File: config.mk
export PLATFORM = sky130hd
export DESIGN_NAME = bus_fabric
export DESIGN_NICKNAME = d
export VERILOG_FILES = /design/src/rtl/bus_fabric.sv
export SDC_FILE = /design/constraint.sdc
export NUM_CORES = 1
export LEC_CHECK = 0
export BUFFER_PORTS_ARGS = -buffer_cell sky130_fd_sc_hd__buf_4
export CAP_MARGIN = 0
export CORE_AREA = 2 2 131 133
export CTS_CLUSTER_DIAMETER = 150
export CTS_CLUSTER_SIZE = 25
export DETAILED_ROUTE_END_ITERATION = 7
export DIE_AREA = 0 0 133 135
export HOLD_SLACK_MARGIN = 0.03
export SETUP_SLACK_MARGIN = 0.1
export SYNTH_ARGS = -nofsm -noshare
export SYNTH_HDL_FRONTEND = slang
export SYNTH_SLANG_ARGS = --single-unit
File: constraint.sdc
create_clock -name clk -period 5 [get_ports clk]
set_clock_uncertainty 0.05 [all_clocks]
set_input_delay 0.75 -clock clk [delete_from_list [all_inputs] [get_ports clk]]
set_output_delay 0.75 -clock clk [all_outputs]
set_load 0.05 [all_outputs]
File: src/rtl/bus_fabric.sv
// bus_fabric: decoded CPU-to-slave bus with one-hot select, wait states, ready handshake and timeout.
// Define BUS_FABRIC_ERRLOG_EN to build the err_addr/err_count error log.
module bus_fabric #(
    parameter int                    NSLAVES  = 10,
    parameter int                    AW       = 32,
    parameter int                    DW       = 16,
    parameter logic [NSLAVES*AW-1:0] SLV_BASE = '0,
    parameter logic [NSLAVES*AW-1:0] SLV_MASK = '0,
    parameter logic [NSLAVES*4-1:0]  SLV_WAIT = '0,
    parameter int                    TIMEOUT  = 255
) (
    input  logic                  clk,
    input  logic                  rst_n,
    input  logic                  cpu_req,
    input  logic                  cpu_write,
    input  logic [AW-1:0]         cpu_addr,
    input  logic [DW-1:0]         cpu_wdata,
    output logic [DW-1:0]         cpu_rdata,
    output logic                  cpu_ack,
    output logic                  bus_error,
    output logic [NSLAVES-1:0]    slv_sel,
    output logic                  slv_write,
    output logic [AW-1:0]         slv_addr,
    output logic [DW-1:0]         slv_wdata,
    input  logic [NSLAVES*DW-1:0] slv_rdata,
    input  logic [NSLAVES-1:0]    slv_ready,
    output logic [AW-1:0]         err_addr,
    output logic [7:0]            err_count
);
    typedef enum logic [1:0] {IDLE, ACCESS, DONE} state_t;
    localparam logic [15:0] TO_LIM = 16'(TIMEOUT);

    state_t               state_q, state_d;
    logic [NSLAVES-1:0]   sel_q, sel_d, dec_sel;
    logic                 wr_q, wr_d, ack_q, ack_d, err_q, err_d;
    logic [AW-1:0]        addr_q, addr_d;
    logic [DW-1:0]        wdata_q, wdata_d, rdata_q, rdata_d, rd_mux;
    logic [3:0]           wait_q, wait_d, dec_wait;
    logic [15:0]          to_q, to_d;
    logic                 done, expire;

    // Descending scan so the lowest matching index is the one left standing.
    always_comb begin
        dec_sel  = '0;
        dec_wait = '0;
        rd_mux   = '0;
        for (int i = NSLAVES - 1; i >= 0; i--) begin
            if ((cpu_addr & SLV_MASK[i*AW +: AW]) == SLV_BASE[i*AW +: AW]) begin
                dec_sel    = '0;
                dec_sel[i] = 1'b1;
                dec_wait   = SLV_WAIT[i*4 +: 4];
            end
        end
        for (int i = 0; i < NSLAVES; i++)
            rd_mux = rd_mux | ({DW{sel_q[i]}} & slv_rdata[i*DW +: DW]);
    end

    assign done   = (wait_q == 4'd0) && |(slv_ready & sel_q);
    assign expire = (TO_LIM != 16'd0) && (to_q == TO_LIM - 16'd1);

    always_comb begin
        state_d = state_q;
        sel_d   = sel_q;
        wr_d    = wr_q;
        addr_d  = addr_q;
        wdata_d = wdata_q;
        rdata_d = rdata_q;
        wait_d  = wait_q;
        to_d    = to_q;
        ack_d   = 1'b0;
        err_d   = 1'b0;
        case (state_q)
            IDLE: begin
                if (cpu_req) begin
                    addr_d  = cpu_addr;
                    wdata_d = cpu_wdata;
                    to_d    = '0;
                    if (|dec_sel) begin
                        sel_d   = dec_sel;
                        wr_d    = cpu_write;
                        wait_d  = dec_wait;
                        state_d = ACCESS;
                    end else begin
                        wr_d    = 1'b0;
                        rdata_d = '0;
                        ack_d   = 1'b1;
                        err_d   = 1'b1;
                        state_d = DONE;
                    end
                end
            end
            ACCESS: begin
                wait_d = (wait_q != 4'd0) ? wait_q - 4'd1 : wait_q;
                to_d   = to_q + 16'd1;
                if (done || expire) begin
                    rdata_d = (done && !wr_q) ? rd_mux : '0;
                    sel_d   = '0;
                    wr_d    = 1'b0;
                    ack_d   = 1'b1;
                    err_d   = !done;
                    state_d = DONE;
                end
            end
            default: state_d = IDLE;
        endcase
    end

    always_ff @(posedge clk) begin
        if (!rst_n) begin
            state_q <= IDLE;
            sel_q   <= '0;
            wr_q    <= 1'b0;
            addr_q  <= '0;
            wdata_q <= '0;
            rdata_q <= '0;
            wait_q  <= '0;
            to_q    <= '0;
            ack_q   <= 1'b0;
            err_q   <= 1'b0;
        end else begin
            state_q <= state_d;
            sel_q   <= sel_d;
            wr_q    <= wr_d;
            addr_q  <= addr_d;
            wdata_q <= wdata_d;
            rdata_q <= rdata_d;
            wait_q  <= wait_d;
            to_q    <= to_d;
            ack_q   <= ack_d;
            err_q   <= err_d;
        end
    end

    assign cpu_rdata = rdata_q;
    assign cpu_ack   = ack_q;
    assign bus_error = err_q;
    assign slv_sel   = sel_q;
    assign slv_write = wr_q;
    assign slv_addr  = addr_q;
    assign slv_wdata = wdata_q;

`ifdef BUS_FABRIC_ERRLOG_EN
    logic [AW-1:0] err_addr_q, err_addr_d;
    logic [7:0]    err_count_q, err_count_d;

    always_comb begin
        err_addr_d  = err_addr_q;
        err_count_d = err_count_q;
        if (ack_d && err_d) begin
            err_addr_d  = addr_d;
            err_count_d = (err_count_q != 8'hFF) ? err_count_q + 8'd1 : err_count_q;
        end
    end

    always_ff @(posedge clk) begin
        if (!rst_n) begin
            err_addr_q  <= '0;
            err_count_q <= '0;
        end else begin
            err_addr_q  <= err_addr_d;
            err_count_q <= err_count_d;
        end
    end

    assign err_addr  = err_addr_q;
    assign err_count = err_count_q;
`else
    assign err_addr  = '0;
    assign err_count = '0;
`endif
endmodule

==> impl_metrics.tcl, run 1 <==
set metrics [dict create \
    crit_type "reg -> reg" \
    post_cts_resized 0 \
    crit_fanout 20 \
    fin_crit_sh_pct 46.20 \
    end_kind "register" \
    hp-class "reg -> reg" \
    numCtsBuffers 9 \
    min_path_cells 2 \
    power_leakage_nw 2.227 \
    cp.arrival_ns 2.55 \
    final.setup.tns_ns 0 \
    ys_ff_latch 90 \
    cts_tree "done" \
    synth_top_area_cell "dfxtp_1" \
    grt_usage_pct 11.26 \
    vias 3493 \
    firstDrtPassIters 4 \
    postLayoutCoreUtil_pct 32.10 \
    relSlewSlack_pct 41.49 \
    htree_levels 3 \
    worst_pin_slew_ns 0.8752 \
    syn2layout_area_growth_pct 31.61 \
    n_antenna_cell 0 \
    drv_slew 0 \
    place.gp.congestion 0.7213 \
    wirelength_um 10340 \
    drtIter0Drc 158 \
    placementRows 47 \
    synth_area_leaders "dfxtp_1 (45%), nand2_1 (9.7%), a21oi_1 (9.6%)" \
    hold_viol 0 \
    grt_start_max_net_pins 59 \
    cts_setup_buffers 0 \
    postCtsHoldBufs 0 \
    grt_overflow 0 \
    coreArea_mm2 0.01641 \
    r2r-end "bus_error" \
    setup_violations 0 \
    synth_top_area_share_pct 45.03 \
    die_h_um 135 \
    ys_warn_count 0 \
    viasPerCell 4.260 \
    outcome "finished, final reports clean" \
    cts_buffer_depth 2 \
    grt_pass1_vias 3080 \
    hold_path_end "slv_addr[27]" \
    worst-r2r-cell-count 6 \
    grt_pass1_wl_um 16090 \
    start_util_pct 24.39 \
    drcViolationCount 0 \
    wl_per_cell_um 12.61 \
    syn_area_mm2 0.004001 \
    synthCells 479 \
    crit_required_ns 5.24 \
    pin_count 339 \
    ff2ff_setup_slack_ns 2.69 \
    yosys.cell_types.count 43 \
    final.min_clock_period_ns 2.310 \
    ys_seq_area_share_pct 45.03 \
    drive_above_1_share_pct 28.83 \
    hp-start "slv_addr[27]" \
    rsz0062_at_grt "false" \
    cap_violations 0 \
    synth_edf_count 0 \
    grt_antenna_before_repair 0 \
    port_buffers 136 \
    clk_latency_ns 0.36 \
    cts_root_buf "clkbuf_16" \
    ys_async_sr_fraction_pct 0 \
    ir_worst_vdd_mv 0.1752 \
    clkTransAtPathRegs_ns 0.08 \
    dieWidth_um 133 \
    fin_area_mm2 0.005266 \
    drtAntennaViolNets 0 \
    r2r_start "wait_q[0]" \
    clock_sinks 90 \
    dp_hpwl_um 6630 \
    fin_nets 821 \
    p_per_area_mw_per_mm2 351.6 \
    max_clock_freq_mhz 432.9 \
    dieArea_mm2 0.01796 \
    synth_ff_type "dfxtp_1" \
    placed_area_mm2 0.004979 \
    start_kind "register" \
    syn_area_per_cell_um2 8.354 \
]
metrics by stage:
step	setup slack [ns]	hold WS, ns	std cells	power [mW]
after detailed placement	2.501	0.3972	804	1.205
after CTS	2.694	0.4069	820	1.885
final	2.690	0.4047	820	1.852
after global routing	2.527	0.4208	820	1.937
after floorplan	3.123	0.3850	527	1.114
after global placement	2.498	0.3923	804	1.204
worst max path at each step:
stage	start	endpoint	slack [ns]	depth (start not counted)
finish	wait_q[0]	bus_error	2.69	6
global route	wait_q[0]	bus_error	2.53	6
CTS	wait_q[0]	bus_error	2.69	6
detailed placement	rst_n	to_q[10]	2.50	5
global placement	rst_n	to_q[10]	2.50	5
floorplan	cpu_req	to_q[14]	3.12	6
registers in the layout (all words and copies together) (netlist names):
name and count:
state_q 2, cpu_rdata 16, cpu_ack 1, slv_sel 1, slv_wdata 16, bus_error 1
slv_write 1, slv_addr 32, to_q 16, wait_q 4
layout by cell type, fill, tap and decap left out, types with 3 or more instances in the layout:
cell type / n
nor2_1: 14
ha_1: 4
o21ai_0: 6
inv_6: 3
dfxtp_1: 90
mux2_2: 3
o2111ai_1: 5
conb_1: 49
and3_1: 4
nand3_1: 24
inv_1: 3
a22oi_1: 16
nand4_1: 5
buf_4: 140
clkbuf_16: 9
a31oi_1: 3
a21oi_1: 77
nand2_1: 103
o41ai_1: 5
logic make-up (layout without fill, tap and decap cells):
kind of cell | after synthesis | after routing | synth area share, %
compound gates | 115 | 115 | 16.67
xor+xnor | 1 | 1 | 0.2189
fa+ha+maj | 4 | 4 | 1.251
buf+inv | 87 | 160 | 13.76
flops | 90 | 90 | 45.03
mux | 3 | 3 | 0.8442
other cells | 1 | 49 | 0.09372
simple gates | 178 | 178 | 22.14
per-layer routing:
| layer | up-vias | GRT usage (%) | wire length (µm) | share of wire, % |
|---|---|---|---|---|
| met4 | 0 | 3.943 | 132 | 1.3 |
| li1 | 1784 | - | - | - |
| met5 | - | 0 | 0 | 0 |
| met3 | 9 | 4.392 | 819 | 7.9 |
| met2 | 125 | 17.42 | 4838 | 47 |
| met1 | 1575 | 14.32 | 4551 | 44 |
worst max-delay path, stage by stage, from the launching register on:
cell and delay (ns):
dfxtp_1 0.33, inv_1 0.08, ha_1 0.14, nor3b_2 0.30, nand3_1 0.69, a21oi_2 0.47, and3_1 0.19
final cells by class:
class / instances / area (µm²)
Clock inverter: 7 / 62.56
Inverter: 4 / 15.01
Multi-Input combinational cell: 350 / 1836
Fill cell: 1775 / 11140
Clock buffer: 9 / 225.2
Sequential cell: 90 / 1802
Timing Repair Buffer: 140 / 1051
Tap cell: 220 / 275.3
cells in the mapped netlist (2+ instances only):
cell	instances
nand4_1	5
nor2_1	14
a21oi_1	77
o2111ai_1	5
o41ai_1	5
ha_1	4
inv_1	4
nand2_1	103
or4_1	2
a31oi_1	3
and4_1	2
nand4_4	2
nor3b_1	2
clkbuf_1	21
nand3_1	24
o21ai_0	6
dfxtp_1	90
mux2_2	3
and2_1	2
a22oi_1	16
and4bb_2	2
buf_2	8
buf_6	3
nand4b_1	2
nor3b_2	2
and3_1	4
nor3_1	2
buf_4	51
power breakdown:
group	switching [mW]	leakage (nW)	internal [mW]
Sequential	0.0221	0.734	0.753
Combinational	0.301	1.36	0.110
Clock	0.320	0.136	0.346
Total	0.643	2.23	1.21
Power figures use the tool's default switching activity.
==> run 2, diff against run 1 <==
--- a/config.mk
+++ b/config.mk
@@ -5,13 +5,14 @@
 export SDC_FILE = /design/constraint.sdc
 export NUM_CORES = 1
 export LEC_CHECK = 0
+export ABC_AREA = 1
 export BUFFER_PORTS_ARGS = -buffer_cell sky130_fd_sc_hd__buf_4
 export CAP_MARGIN = 0
-export CORE_AREA = 2 2 131 133
+export CORE_AREA = 2 2 132 134
 export CTS_CLUSTER_DIAMETER = 150
 export CTS_CLUSTER_SIZE = 25
 export DETAILED_ROUTE_END_ITERATION = 7
-export DIE_AREA = 0 0 133 135
+export DIE_AREA = 0 0 134 136
 export HOLD_SLACK_MARGIN = 0.03
 export SETUP_SLACK_MARGIN = 0.1
 export SYNTH_ARGS = -nofsm -noshare
==> constraint.sdc (replaced) <==
create_clock -name clk -period 2.21 [get_ports clk]
set_clock_uncertainty 0.05 [all_clocks]
set_input_delay 0.3315 -clock clk [delete_from_list [all_inputs] [get_ports clk]]
set_output_delay 0.3315 -clock clk [all_outputs]
set_load 0.05 [all_outputs]
==> impl_metrics.tcl, run 2 <==
set metrics [dict create \
    outcome "finished, final reports clean" \
    grt_overflow 0 \
    place_ws_ns 0.5250 \
    grt_antenna_before_repair 0 \
    synth_ff_type "dfxtp_1" \
    yosysMostFrequentCell "nor2_1" \
    syn_area_mm2 0.004359 \
    syn2layout_area_growth_pct 28.53 \
    relSlewSlack_pct 65.69 \
    hp-start "cpu_wdata[10]" \
    drive_above_1_share_pct 28.80 \
    seq_area_mm2 0.001802 \
    ff2ff_setup_slack_ns 0.52 \
    ir_worst_vdd_mv 0.4437 \
    cap_violations 0 \
    yosys.cell_types.count 37 \
    final_common_cell "buf_4" \
    hold_viol 0 \
    syn_area_per_cell_um2 7.621 \
    start_kind "register" \
    postCtsHoldBufs 0 \
    cts_setup_buffers 0 \
    cts_tree "done" \
    end_kind "register" \
    p_per_area_mw_per_mm2 833.4 \
    ys_warn_count 0 \
    dieWidth_um 134 \
    power_leakage_nw 2.545 \
    synth_edf_count 0 \
    slowest_stage "dfxtp_1" \
    hold_path_end "slv_wdata[10]" \
    r2r_start "wait_q[0]" \
    synth_common_cells "nor2_1 (126), dfxtp_1 (90), nand2_1 (66), o21ai_0 (56), buf_4 (54)" \
    rsz0062_at_grt "false" \
    drv_slew 0 \
    cp_slowest_stage_delay_ns 0.33 \
    viasPerCell 4.103 \
    cp.arrival_ns 1.86 \
    placementRows 48 \
    min_path_cells 3 \
    ys_async_sr_fraction_pct 0 \
    drtAntennaViolNets 0 \
    grt_pass1_wl_um 16040 \
    final.setup.tns_ns 0 \
    grt_pass1_vias 3306 \
    coreArea_mm2 0.01688 \
    crit_type "reg -> reg" \
    clk_latency_ns 0.34 \
    total_power_mw 4.669 \
    crit_fanout 34 \
    n_antenna_cell 0 \
    worst_pin_slew_ns 0.5141 \
    fin_area_mm2 0.005603 \
    drcViolationCount 0 \
    nFillCells 1847 \
    r2r-end "slv_sel[0]" \
    firstDrtPassIters 4 \
    layout_setup_ws_ns 0.5234 \
    synthCells 572 \
    hp-class "in -> reg" \
    clock_sinks 90 \
    ys_ff_latch 90 \
    ys_seq_area_share_pct 41.33 \
    post_cts_resized 0 \
    numCtsBuffers 9 \
    crit_required_ns 2.38 \
    wirelength_um 10100 \
    synth_top_area_share_pct 41.33 \
    max_clock_freq_mhz 592.9 \
    htree_levels 3 \
    wl_per_cell_um 10.94 \
    worst-r2r-cell-count 9 \
    clkTransAtPathRegs_ns 0.07 \
    synth_top_area_cell "dfxtp_1" \
    grt_start_max_net_pins 80 \
    place.gp.congestion 0.7770 \
    cts_root_buf "clkbuf_16" \
    placed_area_mm2 0.005283 \
    largest_reg_flops 32 \
    grt_usage_pct 11.00 \
    setup_violations 0 \
    synth_area_leaders "dfxtp_1 (41%), nor2_1 (11%), buf_4 (9.3%)" \
    layout_common_cells "buf_4 (141), nor2_1 (126), dfxtp_1 (90), nand2_1 (65), o21ai_0 (56)" \
    multi_input_area_mm2 0.001974 \
    die_h_um 136 \
    fin_nets 919 \
    start_util_pct 25.83 \
    dp_hpwl_um 6838 \
    final.min_clock_period_ns 1.687 \
    pin_count 339 \
    fin_crit_sh_pct 76.32 \
    port_buffers 136 \
    dieArea_mm2 0.01822 \
    cts_buffer_depth 2 \
    drtIter0Drc 130 \
    postLayoutCoreUtil_pct 33.20 \
    vias 3787 \
    worstPathCellList "inv_1 -> ha_1 -> nand3_2 -> nor2_8 -> inv_4 -> nand2_8 -> nand2_4 -> nand2_1 -> a21oi_1" \
]
-- run 2: cell count changes after synthesis, moves of 7 or more --
cell / change
a21oi_1: -47
a21oi_2: +7
a22oi_1: -15
clkbuf_1: -13
inv_1: +18
inv_2: +9
nand2_1: -37
nand4_1: +14
nor2_1: +112
nor2_2: +8
o21ai_0: +50
-- run 2: area by class of cell --
type / count / share of cell area, %
Multi-Input combinational cell: 416 / 35.24
Sequential cell: 90 / 32.16
Timing Repair Buffer: 143 / 19.61
Tap cell: 225 / 5.025
Clock buffer: 11 / 4.332
Inverter: 33 / 2.255
Clock inverter: 5 / 1.385
-- run 2: cell families (layout without fill, tap and decap cells) --
logic type | after synthesis | after routing | share of synthesized area (%)
flip-flops | 90 | 90 | 41.33
AO/OA/AOI/OAI | 102 | 102 | 12.66
AND/OR/NAND/NOR | 261 | 261 | 27.21
buffers and inverters | 114 | 192 | 17.57
other | 1 | 49 | 0.08603
adder cells (fa/ha/maj) | 4 | 4 | 1.148
-- run 2: worst max path at each step --
stage | start | to | slack (ns) | depth (start not counted)
3_5_place_dp | wait_q[0] | slv_sel[0] | 0.52 | 9
6_report | wait_q[0] | slv_sel[0] | 0.52 | 9
2_1_floorplan | slv_sel[0] | cpu_rdata[2] | 0.51 | 9
4_1_cts | wait_q[0] | slv_sel[0] | 0.51 | 9
3_3_place_gp | wait_q[0] | slv_sel[0] | 0.51 | 9
5_1_grt | wait_q[0] | slv_sel[0] | 0.35 | 9
-- run 2: metrics by stage --
step / hold WS (ns) / cells
after global placement: 0.4096 / 907
after global routing: 0.1868 / 923
final: 0.1834 / 923
after detailed placement: 0.4144 / 907
after CTS: 0.1683 / 923
after floorplan: 0.3761 / 620
-- run 2: worst max-delay path: cells and delay by family (launching register included) --
| kind | cells | cell delay, ns |
|---|---|---|
| flip-flops | 1 | 0.33 |
| buffers and inverters | 2 | 0.18 |
| adder cells (fa/ha/maj) | 1 | 0.17 |
| AO/OA/AOI/OAI | 1 | 0.05 |
| AND/OR/NAND/NOR | 5 | 0.79 |
-- run 2: per-layer routing --
layer | track usage, % | vias to the layer above | part of all wire (%) | wire, µm
met5 | 0 | - | 0 | 0
met4 | 3.546 | 0 | 1.3 | 133
met2 | 16.78 | 133 | 43 | 4351
met3 | 5.220 | 9 | 10 | 1016
met1 | 13.67 | 1655 | 46 | 4596
li1 | - | 1990 | - | -
-- run 2: report_power, final --
part	leakage (nW)	internal, mW	total (mW)	switching [mW]
Clock	0.156	1.02	1.65	0.636
Sequential	0.738	1.73	1.80	0.0614
Combinational	1.65	0.337	1.22	0.882
Total	2.54	3.09	4.67	1.58
==> run 3, diff against run 2 <==
--- a/config.mk
+++ b/config.mk
@@ -5,7 +5,7 @@
 export SDC_FILE = /design/constraint.sdc
 export NUM_CORES = 1
 export LEC_CHECK = 0
-export ABC_AREA = 1
+export ABC_AREA = 0
 export BUFFER_PORTS_ARGS = -buffer_cell sky130_fd_sc_hd__buf_4
 export CAP_MARGIN = 0
 export CORE_AREA = 2 2 132 134
==> constraint.sdc (replaced) <==
create_clock -name clk -period 1.7 [get_ports clk]
set_clock_uncertainty 0.05 [all_clocks]
set_input_delay 0.255 -clock clk [delete_from_list [all_inputs] [get_ports clk]]
set_output_delay 0.255 -clock clk [all_outputs]
set_load 0.05 [all_outputs]
==> impl_metrics.tcl, run 3 (synthesis results as in run 1) <==
set metrics [dict create \
    outcome "finished, final reports clean" \
    vias 3650 \
    cts_tree "done" \
    ff2ff_setup_slack_ns 0.11 \
    layout_common_cells "buf_4 (158), nand2_1 (103), dfxtp_1 (85), a21oi_1 (77), conb_1 (49)" \
    drcViolationCount 0 \
    seq_power_share_pct 40.2 \
    hold_path_end "slv_addr[2]" \
    start_kind "register" \
    min_path_cells 3 \
    worst-r2r-cell-count 6 \
    multi_input_area_mm2 0.001981 \
    drtAntennaViolNets 0 \
    p_sw_mw 1.847 \
    drive_above_1_share_pct 35.58 \
    drtIter0Drc 124 \
    dieWidth_um 134 \
    cp_slowest_stage_delay_ns 0.42 \
    rsz0062_at_grt "true" \
    coreArea_mm2 0.01688 \
    start_util_pct 23.71 \
    crit_required_ns 1.94 \
    clk_latency_ns 0.35 \
    hp-class "in -> reg" \
    place_ws_ns -0.05604 \
    slowest_stage "and4bb_4" \
    setup_violations 0 \
    port_buffers 136 \
    swShare_pct 32.57 \
    grt_pass1_wl_um 16230 \
    syn2layout_area_growth_pct 41.40 \
    place.gp.congestion 0.7270 \
    viasPerCell 4.299 \
    crit_fanout 8 \
    clkPwrFrac_pct 37.0 \
    power_leakage_nw 2.395 \
    pin_count 339 \
    worstPathCellList "inv_2 -> ha_4 -> nor3b_4 -> and4bb_4 -> a22oi_2 -> a21oi_1" \
    final_common_cell "buf_4" \
    cp_top_family "simple AND/OR/NAND/NOR gates" \
    n_antenna_cell 0 \
    cp_num_buf_inv 1 \
    hp-start "cpu_addr[2]" \
    crit_type "reg -> reg" \
    fin_nets 845 \
    layout_setup_ws_ns 0.1070 \
    nFillCells 1779 \
    grt_start_max_net_pins 46 \
    wirelength_um 10530 \
    grt_overflow 0 \
    p_comb_share_pct 22.8 \
    total_power_mw 5.671 \
    largest_reg_flops 32 \
    clkTransAtPathRegs_ns 0.07 \
    wl_per_cell_um 12.40 \
    final.setup.tns_ns 0 \
    htree_levels 3 \
    dieArea_mm2 0.01822 \
    grt_pass1_vias 3295 \
    end_kind "register" \
    p_per_area_mw_per_mm2 1002 \
    fin_crit_sh_pct 93.70 \
    cap_violations 0 \
    dp_hpwl_um 7144 \
    numCtsBuffers 9 \
    seq_area_mm2 0.001808 \
    p_int_mw 3.824 \
    hold_viol 0 \
    cts_buffer_depth 2 \
    ir_worst_vdd_mv 0.6249 \
    final.min_clock_period_ns 1.593 \
    r2r-end "cpu_rdata[12]" \
    firstDrtPassIters 4 \
    placementRows 48 \
    max_clock_freq_mhz 627.8 \
    cp.arrival_ns 1.83 \
    die_h_um 136 \
    r2r_start "wait_q[0]" \
    drv_slew 0 \
    grt_usage_pct 11.09 \
    grt_antenna_before_repair 0 \
    cts_root_buf "clkbuf_16" \
    clock_sinks 90 \
]
run 3: cell types whose count changed in the layout (fill, tap and decap cells not counted), sizes merged, moves of 3 or more:
cell	delta
mux2	+3
a22oi	+15
buf	+20
and4bb	+3
inv	-27
nand2	+28
nor2	-124
o21ai	-53
o2111ai	+5
o41ai	+5
nor3b	+4
and3	+5
a21oi	+40
nand4	-11
run 3: through the flow:
| stage | instances | area [µm²] | hold slack (ns) | utilization, % |
|---|---|---|---|---|
| floorplan | 527 | 4183 | 0.3410 | - |
| global placement | 830 | 5167 | 0.3924 | 30.62 |
| detailed placement | 830 | 5167 | 0.3971 | 30.62 |
| CTS | 848 | 5545 | 0.08357 | 32.86 |
| global route | 849 | 5658 | 0.09298 | 33.53 |
| finish | 849 | 5658 | 0.09892 | 33.53 |
run 3: worst register-to-register path: cells and delay by family (launching register included):
family | cells | cell delay [ns]
adders and majority gates | 1 | 0.12
buffers and inverters | 1 | 0.07
and+or+nand+nor | 2 | 0.77
DFF | 1 | 0.32
AOI/OAI and AO/OA | 2 | 0.20
run 3: routing by layer:
| metal | wire length [µm] | track usage [%] | vias up |
|---|---|---|---|
| li1 | - | - | 1834 |
| met1 | 4654 | 13.69 | 1688 |
| met2 | 4974 | 17.86 | 115 |
| met3 | 770 | 4.549 | 13 |
| met4 | 126 | 3.014 | 0 |
| met5 | 0 | 0 | - |
run 3: how the worst max path moves through the flow:
stage | end | slack (ns) | from | depth (start not counted)
after floorplan | cpu_rdata[5] | 0.11 | wait_q[0] | 8
after global placement | cpu_rdata[12] | -0.07 | wait_q[0] | 6
after detailed placement | cpu_rdata[5] | -0.06 | wait_q[0] | 6
after CTS | bus_error | 0.11 | wait_q[0] | 6
after global routing | cpu_rdata[12] | 0.02 | wait_q[0] | 6
final | cpu_rdata[12] | 0.11 | wait_q[0] | 6
run 3: cell type report:
cell class | count | area share [%]
Clock inverter | 5 | 1.061
Inverter | 4 | 0.2654
Clock buffer | 11 | 4.467
Multi-Input combinational cell | 351 | 35.01
Sequential cell | 90 | 31.95
Timing Repair Buffer | 163 | 22.27
Tap cell | 225 | 4.976
run 3: what timing repair did:
item                                    CTS  global route
hold buffers                              0             0
gates cloned                              1             0
gates resized for setup                   9            28
hold endpoints to repair                  0             0
buffers inserted                          1             1
pin swaps                                 4            22
endpoints found under the setup margin   19            46
run 3: power groups by stage:
stage | Sequential, mW | Clock [mW] | Combinational, mW
floorplan | 2.67 | 0 | 0.610
finish | 2.28 | 2.10 | 1.29
CTS | 2.28 | 2.17 | 1.28
global route | 2.30 | 2.24 | 1.37
global placement | 2.32 | 0 | 1.27
detailed placement | 2.32 | 0 | 1.27
